$ cat config.mk
export PLATFORM = sky130hd
export DESIGN_NAME = sevenseg_scan_ctrl
export DESIGN_NICKNAME = d
export VERILOG_FILES = /design/src/rtl/sevenseg_pkg.sv /design/src/rtl/sevenseg_hex_decode.sv /design/src/rtl/sevenseg_scan_ctrl.sv
export SDC_FILE = /design/constraint.sdc
export NUM_CORES = 1
export LEC_CHECK = 0
export ABC_AREA = 1
export CORE_ASPECT_RATIO = 1.25
export CORE_MARGIN = 3
export CORE_UTILIZATION = 35
export CTS_CLUSTER_SIZE = 40
export DETAILED_ROUTE_END_ITERATION = 7
export HOLD_SLACK_MARGIN = 0.08
export PLACE_DENSITY = 0.58
export SLEW_MARGIN = 5
export SYNTH_ARGS = -nofsm -noshare
export SYNTH_HDL_FRONTEND = slang
export SYNTH_SLANG_ARGS = --single-unit
$ cat constraint.sdc
create_clock -name clk -period 5.3 [get_ports clk]
set_input_delay 0.53 -clock clk [delete_from_list [all_inputs] [get_ports clk]]
set_output_delay 0.53 -clock clk [all_outputs]
set_load 0.01 [all_outputs]
$ cat src/rtl/sevenseg_pkg.sv
// Shared types and constants for the multiplexed seven-segment controller.
// Glyphs are active-low {a,b,c,d,e,f,g} with segment a in bit 6.
package sevenseg_pkg;

  typedef enum logic [1:0] {
    MODE_HEX    = 2'd0,
    MODE_HEX_LZ = 2'd1,
    MODE_RAW    = 2'd2
  } mode_e;

  localparam logic [6:0] SEG_BLANK = 7'h7F;

  localparam logic [6:0] GLYPH [16] = '{
    7'h01, 7'h4F, 7'h12, 7'h06,
    7'h4C, 7'h24, 7'h20, 7'h0F,
    7'h00, 7'h04, 7'h08, 7'h60,
    7'h31, 7'h42, 7'h30, 7'h38
  };

  function automatic int slot_len(
    input int clk_hz,
    input int refresh_hz,
    input int digits
  );
    return clk_hz / (refresh_hz * digits);
  endfunction

endpackage

$ cat src/rtl/sevenseg_hex_decode.sv
// Nibble to active-low seven-segment glyph.
// Purely combinational lookup.
module sevenseg_hex_decode
  import sevenseg_pkg::*;
(
  input  logic [3:0] nib_i,
  output logic [6:0] seg_n_o
);

  assign seg_n_o = GLYPH[nib_i];

endmodule

$ cat src/rtl/sevenseg_scan_ctrl.sv
// N-digit multiplexed common-anode display scanner with PWM brightness,
// leading-zero suppression and frame-synchronous shadow updates.
module sevenseg_scan_ctrl
  import sevenseg_pkg::*;
#(
  parameter int NUM_DIGITS  = 8,
  parameter int CLK_FREQ_HZ = 50_000_000,
  parameter int REFRESH_HZ  = 1000,
  parameter int BRIGHT_W    = 4,
  parameter int GUARD_CYC   = 16
) (
  input  logic                    clk,
  input  logic                    rst,
  input  logic                    load_i,
  input  logic [8*NUM_DIGITS-1:0] data_i,
  input  logic [1:0]              mode_i,
  input  logic [NUM_DIGITS-1:0]   en_i,
  input  logic [BRIGHT_W-1:0]     bright_i,
  output logic [NUM_DIGITS-1:0]   an_n_o,
  output logic [6:0]              seg_n_o,
  output logic                    dp_n_o,
  output logic                    pending_o,
  output logic                    frame_o
);

  localparam int SLOT_CYC = slot_len(CLK_FREQ_HZ, REFRESH_HZ, NUM_DIGITS);
  localparam int SW = $clog2(SLOT_CYC);
  localparam int IW = $clog2(NUM_DIGITS);
  localparam logic [SW-1:0] SLOT_LAST = SW'(SLOT_CYC - 1);
  localparam logic [IW-1:0] IDX_LAST = IW'(NUM_DIGITS - 1);
  localparam logic [31:0] SLOT_U = 32'(SLOT_CYC);
  localparam logic [31:0] GUARD_U = 32'(GUARD_CYC);

  if (SLOT_CYC <= GUARD_CYC) begin : g_slot_chk
    $error("sevenseg_scan_ctrl: slot too short for guard time");
  end

  logic [SW-1:0] slot_q, slot_d;
  logic [IW-1:0] idx_q, idx_d;
  logic          slot_end, frame_end;

  logic [8*NUM_DIGITS-1:0] sh_data_q, act_data_q;
  logic [1:0]              sh_mode_q, act_mode_q;
  logic [NUM_DIGITS-1:0]   sh_en_q, act_en_q;
  logic [BRIGHT_W-1:0]     sh_bright_q, act_bright_q;
  logic                    pending_q;

  logic [NUM_DIGITS-1:0] an_n_q, an_n_d;
  logic [6:0]            seg_n_q, seg_n_d;
  logic                  dp_n_q, dp_n_d;

  logic [7:0]  cur;
  logic [6:0]  glyph;
  logic [31:0] on_cyc;
  logic        in_win, lit;
  logic        lz_all_zero, lz_blank;

  assign slot_end  = slot_q == SLOT_LAST;
  assign frame_end = slot_end && (idx_q == IDX_LAST);

  always_comb begin
    slot_d = slot_end ? '0 : slot_q + 1'b1;
    idx_d  = idx_q;
    if (slot_end) begin
      idx_d = (idx_q == IDX_LAST) ? '0 : idx_q + 1'b1;
    end
  end

  always_ff @(posedge clk or posedge rst) begin
    if (rst) begin
      slot_q <= '0;
      idx_q  <= '0;
    end else begin
      slot_q <= slot_d;
      idx_q  <= idx_d;
    end
  end

  // A load on the boundary cycle bypasses the shadow so it is never lost.
  always_ff @(posedge clk or posedge rst) begin
    if (rst) begin
      sh_data_q    <= '0;
      sh_mode_q    <= '0;
      sh_en_q      <= '0;
      sh_bright_q  <= '1;
      act_data_q   <= '0;
      act_mode_q   <= '0;
      act_en_q     <= '0;
      act_bright_q <= '1;
      pending_q    <= 1'b0;
    end else if (load_i) begin
      sh_data_q   <= data_i;
      sh_mode_q   <= mode_i;
      sh_en_q     <= en_i;
      sh_bright_q <= bright_i;
      pending_q   <= !frame_end;
      if (frame_end) begin
        act_data_q   <= data_i;
        act_mode_q   <= mode_i;
        act_en_q     <= en_i;
        act_bright_q <= bright_i;
      end
    end else if (frame_end && pending_q) begin
      act_data_q   <= sh_data_q;
      act_mode_q   <= sh_mode_q;
      act_en_q     <= sh_en_q;
      act_bright_q <= sh_bright_q;
      pending_q    <= 1'b0;
    end
  end

  always_comb begin
    cur = '0;
    for (int k = 0; k < NUM_DIGITS; k++) begin
      if (idx_q == IW'(k)) cur = act_data_q[8*k +: 8];
    end
  end

  always_comb begin
    lz_all_zero = 1'b1;
    for (int k = 0; k < NUM_DIGITS; k++) begin
      if (IW'(k) >= idx_q && act_data_q[8*k +: 4] != 4'h0) begin
        lz_all_zero = 1'b0;
      end
    end
  end

  assign lz_blank = (act_mode_q == MODE_HEX_LZ) &&
                    (idx_q != '0) && lz_all_zero;

  sevenseg_hex_decode u_hex (
    .nib_i  (cur[3:0]),
    .seg_n_o(glyph)
  );

  assign on_cyc = ((32'(act_bright_q) + 32'd1) * SLOT_U) >> BRIGHT_W;
  assign in_win = (32'(slot_q) >= GUARD_U) && (32'(slot_q) < on_cyc);
  assign lit    = in_win && act_en_q[idx_q];

  always_comb begin
    an_n_d  = '1;
    seg_n_d = SEG_BLANK;
    dp_n_d  = 1'b1;
    if (lit) begin
      an_n_d = ~(NUM_DIGITS'(1) << idx_q);
      dp_n_d = ~cur[7];
      unique case (1'b1)
        act_mode_q >= MODE_RAW: seg_n_d = ~cur[6:0];
        lz_blank:               seg_n_d = SEG_BLANK;
        default:                seg_n_d = glyph;
      endcase
    end
  end

  always_ff @(posedge clk or posedge rst) begin
    if (rst) begin
      an_n_q  <= '1;
      seg_n_q <= SEG_BLANK;
      dp_n_q  <= 1'b1;
    end else begin
      an_n_q  <= an_n_d;
      seg_n_q <= seg_n_d;
      dp_n_q  <= dp_n_d;
    end
  end

  assign an_n_o    = an_n_q;
  assign seg_n_o   = seg_n_q;
  assign dp_n_o    = dp_n_q;
  assign pending_o = pending_q;
  assign frame_o   = frame_end;

endmodule

---- Word level (Yosys, flattened, before mapping) ----
Memories as Yosys holds them, arrays and structs flattened.
Cells that the tools add are included.
storage, ports and cells
  output and inout bits ................... 18
  memories ................................ 1
  flip-flop bits (word level) ............. 189
  logic and storage cells ................. 114
  ROM bits ................................ 112
  memory bits (writable) .................. 0
  latch bits .............................. 0
memories
  memory            depth  width  rd ports  clocked after Yosys merged registers in  wr ports  line                       text
  (name not given)  16     7      1         0                                        0         sevenseg_hex_decode.sv:10  assign seg_n_o = GLYPH[nib_i];
operators by class
  muxes and demuxes ....................... 40
  equality and inequality tests ........... 10
  shift operators ......................... 1
  add/sub/neg operators ................... 3
  div/mod/pow operators ................... 0
  order comparisons ....................... 13
  bitwise operators ....................... 4
  reductions and logical operators ........ 27
  multiply operators ...................... 1
operators with widths
  kind                     count
  $mux W64                 3
  $mux W8                  12
  $reduce_bool A4 Y1       8
  $mux W7                  3
  $mul A5 B12 Y17 const B  1
  $logic_and A1 B1 Y1      14
  $lt A13 B14 Y1           1
  $pmux W7 S2              1
  $add A13 B1 Y13 const B  1
  $eq A13 B13 Y1 const B   1
  $ge A13 B5 Y1 const B    1
  $mux W13                 1
  $eq A3 B3 Y1 const B     4
  $ge A3 B3 Y1 const A     4
  $mux W1                  12
  $mux W4                  3
  $not A8 Y8               1
  $shl A1 B3 Y8 const A    1
  $not A7 Y7               1
  $eq A3 B2 Y1 const B     2
  $ge A1 B3 Y1 const A     2
  $ge A2 B3 Y1 const A     2
  $mux W2                  3
  $add A4 B1 Y5 const B    1
  other kinds (16)         16

---- Longest topological paths before layout ----
Gate-level depths: netlist (run 1).
  depth in word-level cells ............... 15
  mapped depth ............................ 31
  depth with buffers taken out ............ 31

---- Hierarchy ----
From an unflattened synthesis (run 1), not the netlist that was laid out.
second synthesis, totals
  cell total of the unflattened synthesis .. 1266
  area, all modules ....................... 9848.2 um^2
by module, submodules not included
  module               area each (um^2)  cells each  times used  seq. area each (um^2)
  sevenseg_scan_ctrl   9574.2            1217        1           4759.6
  sevenseg_hex_decode  274.0             49          1           0.0

---- Worst setup path after synthesis (run 1) ----
OpenSTA, ideal clock, no wires.
  path kind ............................... register to register
  from .................................... register act_bright_q[0]
  to ...................................... register dp_n_q (netlist: dp_n_o)
  cell stages (with the launch flop) ...... 32
  period minus slack after synthesis ...... 4.152 ns
  path buffers ............................ 0
  arrival time ............................ 4.071 ns
  setup slack ............................. 1.148 ns
  path through ............................ dfstp_2 > ha_1 > nand2_1 > nor2_1 > ha_1 > xnor2_1 > ha_1 > a21o_1 > ha_1 > ha_1 > nand2_1 > inv_1 > nand4_1 > o211ai_1 > nand3_1 > nand2_1 > nand3_1 > a21oi_1 > nor2_1 > nand2_1 > nand2_1 > ha_1 > nand2_1 > inv_1 > nand2_1 > nand2_1 > nand2_1 > nand2_1 > nand2_1 > nand2_1 > clkinv_1 > o211ai_1
on the way
  longest elaborated chain between the ends .. 6
ends and longest elaborated chain
  element                   line                       text
  start: declaration        sevenseg_scan_ctrl.sv:45   logic [BRIGHT_W-1:0] sh_bright_q, act_bright_q;
  start signal: assignment  sevenseg_scan_ctrl.sv:101  act_bright_q <= bright_i;
  start signal: assignment  sevenseg_scan_ctrl.sv:107  act_bright_q <= sh_bright_q;
  $add A4 B1 Y5             sevenseg_scan_ctrl.sv:136  assign on_cyc = ((32'(act_bright_q) + 32'd1) * SLOT_U) >> BRIGHT_W;
  $mul A5 B12 Y17           sevenseg_scan_ctrl.sv:136
  $lt A13 B14 Y1            sevenseg_scan_ctrl.sv:137  assign in_win = (32'(slot_q) >= GUARD_U) && (32'(slot_q) < on_cyc);
  $logic_and A1 B1 Y1       sevenseg_scan_ctrl.sv:137
  $logic_and A1 B1 Y1       sevenseg_scan_ctrl.sv:138  assign lit = in_win && act_en_q[idx_q];
  $mux W1                   sevenseg_scan_ctrl.sv:144  if (lit) begin
  net dp_n_d                sevenseg_scan_ctrl.sv:50   logic dp_n_q, dp_n_d;
  end signal: assignment    sevenseg_scan_ctrl.sv:163  dp_n_q <= dp_n_d;
  end: declaration          sevenseg_scan_ctrl.sv:50
The timed path passes the listed nets, and every way through them passes these cells.
A chain may end at the register's enable or synchronous reset.

---- Worst setup path in the final report (run 1) ----
Ends and elaborated chain as after synthesis.

==> flow_summary.json, run 1 <==
{
  "outcome": "complete, no violations",
  "overflow": 0,
  "grt_util_all_layers_pct": 15.8,
  "slew_violations": 0,
  "coreArea_sq_um": 27200,
  "dr.pass1.iters": 6,
  "r2r-start": "act_bright_q[0]$_DFFE_PP1P_",
  "r2r_slack_ns": 0.62,
  "fp.dieH_um": 193,
  "synth-seq-cells": 189,
  "cp-start-kind": "flip-flop",
  "drt_first_iter_violations": 403,
  "wire_per_inst_um": 14.3,
  "max_stage_delay_ns": 0.59,
  "hp-class": "reg2reg",
  "required_ns": 5.66,
  "final_cell_mix": "nand2_1, dfrtp_1, inv_1",
  "crit_type": "reg2reg",
  "finalSetupViolCount": 0,
  "synth_cell_types": 48,
  "syn_inst": 1153,
  "htreeDepth": 4,
  "cts_root_buf": "clkbuf_16",
  "clock_tree.buffer_depth": 2,
  "drv_cap": 0,
  "critPathCaptureType": "flip-flop",
  "clock_sinks": 189,
  "power_density_nw_per_um2": 282,
  "insertion_delay_ns": 0.44,
  "drive_gt1_share_pct": 10.3,
  "layout_commonest_cell": "nand2_1",
  "worstMarginPinSlew_ns": 1.06,
  "core.rowCount": 67,
  "avgViaCountPerCell": 4.65,
  "area_delta_synth_final_pct": 18.8,
  "start_util_pct": 36.1,
  "grt_pass1_wl_um": 38200,
  "drtAntennaViolNets": 0,
  "hold_viol": 0,
  "fin_skew_ns": 0.00969,
  "power_w": 0.00329,
  "fin_crit_sh_pct": 88.3,
  "synthArstFlopShare_pct": 100,
  "p_leak_nw": 5.82,
  "die_area_sq_um": 30100,
  "finalNetCount": 1375,
  "port_buffers": 98,
  "pin_count": 99,
  "gp_congestion": 0.859,
  "syn_area_sq_um": 9800,
  "r2r_end": "dp_n_o$_DFF_PP1_",
  "syn_area_per_cell_sq_um": 8.50,
  "synth_edf_count": 0,
  "slew_headroom_pct": 29.5,
  "syn_nets": 1293,
  "die_x_um": 156,
  "synth.yosys.warnings": 0,
  "cp.arrival_ns": 5.04,
  "grt_max_degree": 190,
  "reg2regPathDepth": 28,
  "clk_pin_slew_ns": 0.08,
  "grt_setup_unrepaired": "false",
  "fin_crit_ns": 4.68,
  "cts_tree": "done",
  "cts_made_buffers": 17,
  "setup.worst_path.end": "dp_n_o$_DFF_PP1_",
  "setup_tns_ns": 0,
  "vias": 7400,
  "crit_fanout": 9,
  "wl_um": 22800,
  "fmaxAchievable_ghz": 0.214,
  "dpl.hpwl_um": 16300,
  "grt_pass1_vias": 7610,
  "ys_dominant_reg_cell": "dfrtp_1",
  "yosysSeqAreaShare_pct": 48.6,
  "drc": 0,
  "vdd_drop_max_v": 0.000190,
  "fillers": 2789,
  "hold_buffers": 0,
  "path_common_cell": "nand2_1",
  "antenna_found_initial": 0,
  "n_antenna_cell": 0,
  "critPathLaunch": "act_bright_q[0]$_DFFE_PP1P_",
  "cp_slowest_cell": "dfstp_2"
}
==> flip-flops by register name (all words and copies together), names as in the netlist, 2 cells and up <==
signal	cells
act_bright_q	4
act_data_q	64
act_en_q	8
act_mode_q	2
an_n_o	8
idx_q	3
seg_n_o	7
sh_bright_q	4
sh_data_q	64
sh_en_q	8
sh_mode_q	2
slot_q	13
==> worst min path at each step <==
| stage | start | end | slack (ns) | depth (start not counted) |
|---|---|---|---|---|
| global route | sh_en_q[5]$_DFFE_PP0P_ | sh_en_q[5]$_DFFE_PP0P_ | 0.49 | 2 |
| finish | sh_data_q[5]$_DFFE_PP0P_ | sh_data_q[5]$_DFFE_PP0P_ | 0.47 | 2 |
| floorplan | act_data_q[63]$_DFFE_PP0P_ | dp_n_o$_DFF_PP1_ | 0.40 | 1 |
| detailed placement | sh_data_q[38]$_DFFE_PP0P_ | sh_data_q[38]$_DFFE_PP0P_ | 0.45 | 2 |
| CTS | act_data_q[63]$_DFFE_PP0P_ | dp_n_o$_DFF_PP1_ | 0.47 | 1 |
| global placement | sh_en_q[4]$_DFFE_PP0P_ | sh_en_q[4]$_DFFE_PP0P_ | 0.45 | 2 |
==> synth_stat cells (3+ instances only) <==
master | number | area share [%]
or2_2 | 3 | 0.19
buf_4 | 4 | 0.31
mux2_1 | 9 | 1.0
mux2_2 | 20 | 2.3
a21oi_1 | 35 | 1.8
o21ai_0 | 88 | 4.5
clkbuf_1 | 22 | 0.84
ha_1 | 58 | 7.4
nand2_1 | 403 | 15
xnor2_1 | 5 | 0.45
xor2_1 | 13 | 1.2
dfstp_2 | 24 | 6.4
o21ai_1 | 12 | 0.61
nand2_2 | 12 | 0.77
o21ai_2 | 5 | 0.45
inv_2 | 11 | 0.42
nand4_1 | 8 | 0.51
nor3_1 | 13 | 0.66
inv_1 | 122 | 4.7
nor2_1 | 26 | 1.0
buf_6 | 8 | 0.92
nand3_1 | 52 | 2.7
buf_2 | 3 | 0.15
nand2_4 | 3 | 0.34
dfrtp_1 | 165 | 42
==> critical path, delay by kind of cell (launching register included) <==
family | cells | cell delay, ns
XOR/XNOR | 2 | 0.40
AO/OA/AOI/OAI | 4 | 0.83
buffers and inverters | 2 | 0.27
flip-flops | 1 | 0.59
AND/OR/NAND/NOR | 14 | 0.93
adder cells (fa/ha/maj) | 6 | 1.58
==> final cells by class <==
type | instances | area (sq um) | share of cell area, %
inverters | 136 | 519 | 4.46
flip-flops and latches | 189 | 4760 | 40.9
clock inverters | 15 | 170 | 1.46
clock buffers | 17 | 425 | 3.65
multi-input cells | 789 | 4300 | 37.0
well taps | 345 | 432 | 3.71
repair buffers | 102 | 1030 | 8.86
==> metal layers <==
metal,share of wire [%],GRT usage (%),vias to the layer above
met5,0,0,-
met3,3.1,2.43,22
met4,1.5,4.82,0
met1,47,20.9,3458
met2,49,27.0,105
li1,-,-,3815
==> through the flow <==
stage / cell area, sq um / utilization [%] / cells / hold slack [ns] / setup slack (ns)
floorplan: 9810 / - / 1153 / 0.405 / 1.15
global route: 11600 / 42.9 / 1593 / 0.491 / 0.0248
global placement: 11000 / 40.7 / 1561 / 0.450 / 0.711
CTS: 11600 / 42.9 / 1593 / 0.466 / 0.522
finish: 11600 / 42.9 / 1593 / 0.470 / 0.621
detailed placement: 11000 / 40.7 / 1561 / 0.454 / 0.550
==> timing repair <==
action | in CTS | in global routing
endpoints found under the setup margin | 0 | 9
setup buffers | 0 | 0
hold endpoints to repair | 0 | 0
gates resized for setup | 0 | 1
==> report_power, final <==
part           internal (W)  switching [W]  total (W)
combinational      0.000172       0.000244   0.000417
clock              0.000677       0.000629    0.00131
sequential          0.00153      0.0000306    0.00156
==> logic make-up after synthesis <==
group | after synthesis | share of synthesized area, %
buf+inv | 175 | 7.56
compound gates | 153 | 8.46
flops | 189 | 48.6
mux | 29 | 3.33
xor+xnor | 18 | 1.61
simple gates | 530 | 22.9
fa+ha+maj | 59 | 7.61
Note: power is estimated with default switching activity, not from simulation.
==> run 2: changes to the inputs <==
--- a/config.mk
+++ b/config.mk
@@ -9,7 +9,7 @@
 export CORE_ASPECT_RATIO = 1.25
 export CORE_MARGIN = 3
 export CORE_UTILIZATION = 35
-export CTS_CLUSTER_SIZE = 40
+export CTS_CLUSTER_SIZE = 25
 export DETAILED_ROUTE_END_ITERATION = 7
 export HOLD_SLACK_MARGIN = 0.08
 export PLACE_DENSITY = 0.58
==> results of run 2 <==
Final layout, timing and power as in run 1 (identical DEF).
==> run 3: changes to the inputs <==
--- a/config.mk
+++ b/config.mk
@@ -12,7 +12,7 @@
 export CTS_CLUSTER_SIZE = 25
 export DETAILED_ROUTE_END_ITERATION = 7
 export HOLD_SLACK_MARGIN = 0.08
-export PLACE_DENSITY = 0.58
+export SETUP_SLACK_MARGIN = 0.05
 export SLEW_MARGIN = 5
 export SYNTH_ARGS = -nofsm -noshare
 export SYNTH_HDL_FRONTEND = slang
==> flow_summary.json, run 3 (synthesis gave the netlist of run 1 again) <==
{
  "grt_util_all_layers_pct": 16.1,
  "cts_tree": "done",
  "setup_tns_ns": 0,
  "worstMarginPinSlew_ns": 0.820,
  "max_stage_delay_ns": 0.60,
  "wl_um": 23300,
  "cp.arrival_ns": 5.16,
  "r2r_slack_ns": 0.50,
  "slew_headroom_pct": 45.3,
  "gp_congestion": 0.869,
  "drive_gt1_share_pct": 10.6,
  "fmaxAchievable_ghz": 0.208,
  "layout_commonest_cell": "nand2_1",
  "swShare_pct": 27.2,
  "avgViaCountPerCell": 4.73,
  "finalNetCount": 1378,
  "dp.cells": 1564,
  "internal_power_w": 0.00232,
  "die_area_sq_um": 30100,
  "die_x_um": 156,
  "dpl.hpwl_um": 16900,
  "antenna_found_initial": 0,
  "n_antenna_cell": 0,
  "vdd_drop_max_v": 0.000197,
  "final_cells": 1596,
  "grt_max_degree": 81,
  "p_clk_share_pct": 37.7,
  "grt_pass1_wl_um": 39100,
  "slew_violations": 0,
  "port_buffers": 98,
  "seq_power_share_pct": 49.1,
  "coreArea_sq_um": 27200,
  "cp-start-kind": "flip-flop",
  "reg2regPathDepth": 31,
  "area_delta_synth_final_pct": 18.2,
  "dr.pass1.iters": 5,
  "htreeDepth": 4,
  "crit_type": "reg2reg",
  "critPathCaptureType": "flip-flop",
  "wire_per_inst_um": 14.6,
  "vias": 7547,
  "worstHoldPathCells": 2,
  "start_util_pct": 36.1,
  "path_common_cell": "nand2_1",
  "drc": 0,
  "fin_crit_ns": 4.80,
  "drv_cap": 0,
  "clock_sinks": 189,
  "pin_count": 99,
  "finalSetupViolCount": 0,
  "cp_slowest_cell": "dfstp_2",
  "required_ns": 5.66,
  "core.rowCount": 67,
  "crit_fanout": 9,
  "power_switching_w": 0.000866,
  "p_leak_nw": 5.81,
  "fin_crit_sh_pct": 90.5,
  "clk_pin_slew_ns": 0.08,
  "drtAntennaViolNets": 0,
  "final_cell_mix": "nand2_1, dfrtp_1, inv_1",
  "fin_skew_ns": 0.0120,
  "outcome": "complete, no violations",
  "clock_tree.buffer_depth": 2,
  "top_regs": "act_data_q (64), sh_data_q (64), slot_q (13)",
  "drt_first_iter_violations": 419,
  "overflow": 0,
  "insertion_delay_ns": 0.44,
  "fin_util_pct": 42.7,
  "cts_made_buffers": 17,
  "fp.dieH_um": 193,
  "grt_setup_unrepaired": "false",
  "pwr-share-comb_pct": 13.2,
  "postCtsSetupBuffers": 0,
  "power_density_nw_per_um2": 275,
  "grt_pass1_vias": 7816,
  "hold_viol": 0,
  "hp-class": "reg2reg",
  "cts_root_buf": "clkbuf_16"
}
-- run 3: path summary, 6_finish.rpt --
check                                             from                          to
setup / recovery           act_bright_q[0]$_DFFE_PP1P_            dp_n_o$_DFF_PP1_
min in group asynchronous                          rst   sh_data_q[61]$_DFFE_PP0P_
max in group asynchronous                          rst  act_data_q[14]$_DFFE_PP0P_
hold reg to reg              sh_data_q[37]$_DFFE_PP0P_   sh_data_q[37]$_DFFE_PP0P_
hold / removal               sh_data_q[37]$_DFFE_PP0P_   sh_data_q[37]$_DFFE_PP0P_
setup reg to reg           act_bright_q[0]$_DFFE_PP1P_            dp_n_o$_DFF_PP1_
-- run 3: worst max-delay path, delay by kind of cell (launching register included) --
| kind | cells | cell delay, ns |
|---|---|---|
| xor gates and xnor gates | 1 | 0.09 |
| and+or+nand+nor | 17 | 1.34 |
| buffers and inverters | 3 | 0.34 |
| adders and majority gates | 6 | 1.59 |
| AOI/OAI and AO/OA | 4 | 0.73 |
| DFF | 1 | 0.60 |
-- run 3: power groups by stage --
stage                     sequential, W  clock, W  combinational [W]
after floorplan                 0.00158         0           0.000271
after global placement          0.00159         0           0.000414
after detailed placement        0.00159         0           0.000423
after CTS                       0.00156   0.00123           0.000426
after global routing            0.00157   0.00129           0.000486
final                           0.00156   0.00120           0.000419
-- run 3: layout make-up --
cell class	count	area (sq um)
multi-input combinational	789	4310
sequential	189	4760
timing repair buffer	105	1030
inverter	136	519
fill	2741	15600
clock buffer	18	439
clock inverter	14	95.1
tap	345	432
-- run 3: through the flow --
stage	hold WS [ns]	cell area, sq um	worst slack (ns)	total power (W)
3_5_place_dp	0.457	11000	0.526	0.00201
5_1_grt	0.482	11600	0.0570	0.00335
2_1_floorplan	0.405	9810	1.15	0.00186
4_1_cts	0.471	11600	0.455	0.00322
3_3_place_gp	0.452	11000	0.739	0.00200
6_report	0.468	11600	0.503	0.00319
-- run 3: per-layer routing --
layer  part of all wire (%)  wire (um)  vias to the layer above  GRT usage, %
li1                       -          -                     3822             -
met1                     46      10800                     3559          21.1
met2                     49      11400                      141          27.6
met3                    3.3        769                       25          2.66
met4                    1.6        361                        0          4.58
met5                      0          0                        -             0
-- run 3: timing repair --
action | 4_1_cts | 5_1_grt
hold buffers | 0 | 0
resized for setup | 0 | 2
setup endpoints to repair | 0 | 9
